===== config.mk =====
export PLATFORM = sky130hd
export DESIGN_NAME = cache_trace_feeder
export DESIGN_NICKNAME = d
export VERILOG_FILES = /design/src/rtl/cache_trace_feeder.sv
export SDC_FILE = /design/constraint.sdc
export NUM_CORES = 1
export LEC_CHECK = 0
export BUFFER_PORTS_ARGS = -buffer_cell sky130_fd_sc_hd__buf_2
export CAP_MARGIN = 20
export CORE_MARGIN = 2
export CORE_UTILIZATION = 40
export DETAILED_ROUTE_END_ITERATION = 6
export GPL_TIMING_DRIVEN = 0
export HOLD_SLACK_MARGIN = 0.05
export SLEW_MARGIN = 0
export SYNTH_ARGS = -nofsm -noshare
export SYNTH_HDL_FRONTEND = slang
export SYNTH_SLANG_ARGS = --single-unit

===== constraint.sdc =====
create_clock -name clk -period 9.73 [get_ports clk]
set_input_delay 0.4865 -clock clk [delete_from_list [all_inputs] [get_ports clk]]
set_output_delay 0.4865 -clock clk [all_outputs]
set_load 0.005 [all_outputs]

===== src/rtl/cache_trace_feeder.sv =====
// Trace feeder: buffers loader entries in a first-word-fall-through FIFO and
// streams them to the cache, counting issued reads and writes until the trace ends.
module cache_trace_feeder #(
    parameter int unsigned DEPTH  = 8,
    parameter int unsigned ADDR_W = 48,
    parameter int unsigned CNT_W  = 12
) (
    input  logic                       clk,
    input  logic                       reset,
    input  logic                       in_valid,
    input  logic                       in_op,
    input  logic [ADDR_W-1:0]          in_addr,
    input  logic                       in_last,
    output logic                       in_ready,
    output logic                       out_valid,
    output logic                       out_op,
    output logic [ADDR_W-1:0]          out_addr,
    input  logic                       out_ready,
    output logic [CNT_W-1:0]           issued_reads,
    output logic [CNT_W-1:0]           issued_writes,
    output logic [$clog2(DEPTH):0]     fifo_count,
    output logic                       done
);

    localparam int unsigned PTR_W = $clog2(DEPTH);
    localparam int unsigned CW    = PTR_W + 1;
    localparam int unsigned ENT_W = ADDR_W + 1;

    typedef enum logic [1:0] {
        IDLE,
        STREAM,
        DRAIN,
        DONE
    } state_t;

    state_t             state;
    logic [ENT_W-1:0]   mem [DEPTH];
    logic [PTR_W-1:0]   wr_ptr;
    logic [PTR_W-1:0]   rd_ptr;
    logic [ENT_W-1:0]   head;
    logic               push;
    logic               pop;

    // Handshakes and fall-through head presentation
    always_comb begin
        head      = mem[rd_ptr];
        in_ready  = ((state == IDLE) || (state == STREAM)) && (fifo_count < CW'(DEPTH));
        out_valid = (fifo_count != '0);
        out_op    = head[ADDR_W];
        out_addr  = head[ADDR_W-1:0];
        push      = in_valid && in_ready;
        pop       = out_valid && out_ready;
    end

    // Entry storage needs no reset; pointers and occupancy gate visibility
    always_ff @(posedge clk) begin
        if (push) begin
            mem[wr_ptr] <= {in_op, in_addr};
        end
    end

    // Pointers, occupancy, statistics and trace-phase FSM
    always_ff @(posedge clk) begin
        if (reset) begin
            state         <= IDLE;
            wr_ptr        <= '0;
            rd_ptr        <= '0;
            fifo_count    <= '0;
            issued_reads  <= '0;
            issued_writes <= '0;
            done          <= 1'b0;
        end else begin
            if (push) begin
                wr_ptr <= wr_ptr + PTR_W'(1);
            end
            if (pop) begin
                rd_ptr <= rd_ptr + PTR_W'(1);
            end

            case ({push, pop})
                2'b10:   fifo_count <= fifo_count + CW'(1);
                2'b01:   fifo_count <= fifo_count - CW'(1);
                default: fifo_count <= fifo_count;
            endcase

            if (pop) begin
                if (!out_op && (issued_reads != '1)) begin
                    issued_reads <= issued_reads + CNT_W'(1);
                end
                if (out_op && (issued_writes != '1)) begin
                    issued_writes <= issued_writes + CNT_W'(1);
                end
            end

            case (state)
                IDLE: begin
                    if (push) begin
                        state <= in_last ? DRAIN : STREAM;
                    end
                end
                STREAM: begin
                    if (push && in_last) begin
                        state <= DRAIN;
                    end
                end
                DRAIN: begin
                    // No pushes in DRAIN, so the pop of the last entry empties the FIFO
                    if (pop && (fifo_count == CW'(1))) begin
                        state <= DONE;
                        done  <= 1'b1;
                    end
                end
                DONE: begin
                    state <= DONE;
                    done  <= 1'b1;
                end
                default: state <= IDLE;
            endcase
        end
    end

endmodule


==> impl_results.md <==
- Status: finished, final reports clean
- Fin crit period: 3650 ps
- Synth unique cells: 49
- Final period util: 37.6%
- Die X: 208 µm
- ANT nets after route: 0
- Post-synth top flop: edfxtp_1
- Fmax: 274 MHz
- Reg clk slew, reported paths: 60 ps
- Max-Cap Viols: 0
- Final Hold Viols: 0
- Pins Over Slew Limit: 0
- Hold crit path type: in -> reg
- Mapped Cells: 808
- Asr flop ratio synth: 0%
- Max incr delay on CP: 650 ps
- Met1 track demand over resource: 23.1%
- Worst setup margin: 6080 ps
- Sequential element share of the synthesized area: 75.4%
- Met3 GRT Util: 3.40%
- Synth Net Count: 870
- Hold Buf Count CTS: 0
- Die ar.: 43,300 µm²
- Antenna Cells: 0
- Yosys reg bits: 432
- Worst skew pair latency: 550 ps
- Crit path max-delay family: buffers and inverters
- Die height: 208 µm
- Total GRT Usage: 16.0%
- DP Wirelength: 21,900 µm
- Initial antenna violation count: 5
- Area delta synth->final: 19.1%
- Share of layout cells above drive strength 1: 37.7%
- WL per Instance: 21.8 µm
- Cell Pwr Density: 236 nW/µm²
- Static Leakage: 6.47 nW
- Finished Core Util: 48.4%
- Max VDD drop: 0.124 mV
- Slowest cell on the critical path: clkbuf_1
- Worst Skew: 13.9 ps
- Synthesized area per cell: 20.6 µm²
- Port bufs: 133
- Final Setup Violations: 0
- Number of synthesized flops with an enable pin: 392
- Vias: 8,359
- Gp weighted congestion: 0.810
- Slew HR: 35.9%
- Critical Path Source Type: flop
- Synthesized cell area: 16,700 µm²
- Largest net degree at the start of global routing: 23
- Endpoint class of the critical path: primary output
- CTS resizes: 0
- Clock sinks: 432
- Inserted Clock Buffers: 46
- Max FO, Critical Path: 10
- Drt pass-1 iters: 5
- Starting Density: 40.7%
- Final nets: 1,075
- Row count: 74
- Postcts setup bufs: 0
- Fill count: 3,387
- Final WL: 34,400 µm
- Bufs on Longest Clock Path: 3
- Hold WS: 154 ps
- Buf/Inv on CP: 4
- Post-route setup TNS: 0 ps
- Crit path DAT: 3170 ps
- Area of the core: 41,000 µm²
- Vias in the first global route: 8,555
- Placed Area: 18,500 µm²
- Worst slew pin tran: 954 ps
- Crit Path Category: reg -> out
- Detailed router's first-iteration violation count: 645
- DRC viols: 0
- Multi-input logic area: 3960 µm²
- Gr ovfl total: 0
- CTS tree: done
- M2 GR Usage: 25.1%
- First-pass GRT wire length: 52,200 µm
- RSZ-0062 raised after global routing: false
- CTS root buffer: clkbuf_16
- Post-Place Worst Slack: 6620 ps
- Avg Vias per Cell: 5.29
- H-tree depth: 2
- Critical-path cell list: buf_2 -> clkbuf_1 -> clkbuf_1 -> mux4_2 -> mux2_2 -> buf_2
- GRT Max-Usage Layer: met2
- Critical path required time: 9240 ps
- Sequential Area: 12,600 µm²
- Yosys Warn Count: 0
- I/O pins: 134
- Post-route cell area: 19,900 µm²
==> state kept, by name (all words and copies together) (netlist names), named ones only <==
register / cells
issued_writes: 12
fifo_count: 4
done: 1
state: 2
rd_ptr: 3
issued_reads: 12
wr_ptr: 3
mem: 392
==> final timing paths <==
check | cells past startpoint | start | slack (ps) | endpoint
setup / recovery | 6 | flop | 6080 | out_addr[10]
hold / removal | 2 | in_last | 150 | state[0]
setup reg to reg | 8 | fifo_count[3] | 6990 | mem[1][44]
hold reg to reg | 2 | done | 450 | done
==> worst register-to-register path: stages (launching register included) <==
cell      delay (ps)
dfxtp_1          360
nor2_1           130
and2_1           130
clkbuf_1         290
nand2_1          300
nor3_2           690
buf_6            240
buf_6            150
buf_6            160
==> cell usage in the layout, fill, tap and decap left out, types with 6 or more instances in the layout <==
| cell type | instances |
|---|---|
| a21oi_1 | 20 |
| buf_12 | 6 |
| buf_16 | 6 |
| buf_2 | 143 |
| buf_6 | 11 |
| clkbuf_1 | 31 |
| clkbuf_16 | 47 |
| clkinv_1 | 9 |
| clkinv_2 | 11 |
| dfxtp_1 | 40 |
| edfxtp_1 | 392 |
| ha_1 | 8 |
| inv_1 | 10 |
| mux2_2 | 50 |
| mux2i_1 | 6 |
| mux4_2 | 96 |
| nand2_1 | 14 |
| nand2b_1 | 8 |
| nand3_1 | 12 |
| nor2_1 | 29 |
| nor2_4 | 6 |
| or3_1 | 6 |
| or4_1 | 6 |
| xnor2_1 | 6 |
==> area by class of cell <==
cell class | instances | share of cell area (%)
tap | 532 | 3.35
inverter | 11 | 0.208
clock buffer | 58 | 6.13
buffer | 36 | 0.800
multi-input combinational | 329 | 19.9
timing repair buffer | 157 | 5.50
clock inverter | 24 | 0.806
sequential | 432 | 63.3
==> metrics by stage <==
step,instances,power [mW]
2_1_floorplan,808,2.81
3_3_place_gp,1473,3.14
3_5_place_dp,1497,3.15
4_1_cts,1579,4.76
5_1_grt,1579,4.90
6_report,1579,4.69
==> layer usage <==
layer	vias up	wire, µm
met5	-	57
met4	10	611
met3	59	1960
met2	230	15900
met1	4317	15800
li1	3743	-
==> Yosys cell counts, types with 4 or more instances <==
cell type	instances	area, µm²
a21oi_1	20	100
buf_1	4	15.0
buf_2	10	50.1
clkbuf_1	20	75.1
dfxtp_1	40	801
edfxtp_1	392	11800
ha_1	8	100
inv_1	10	37.5
mux2_2	50	563
mux2i_1	6	60.1
mux4_2	96	2160
nand2_1	14	52.6
nand2b_1	8	50.1
nand3_1	12	60.1
nand4_1	4	25.0
nor2_1	35	131
nor2b_1	5	31.3
nor3_1	5	25.0
o21ai_0	4	20.0
o31ai_1	5	37.5
or3_1	6	37.5
or4_1	6	45.0
xnor2_1	6	52.6
xor2_1	4	35.0
==> power by group <==
group / internal [mW] / leakage (nW) / switching, mW
combinational: 0.493 / 1.91 / 0.463
sequential: 2.10 / 3.88 / 0.0305
clock: 0.912 / 0.682 / 0.690
==> cell families (layout without fill, tap and decap cells) <==
logic type      count (synthesis)  after routing  share of synthesized area (%)
buf+inv                        47            286                           1.20
mux                           155            155                           16.9
fa+ha+maj                       8              8                          0.600
flops                         432            432                           75.4
xor+xnor                       10             10                          0.525
compound gates                 46             46                           1.97
simple gates                  110            110                           3.40
(Power assumes the default switching activity.)
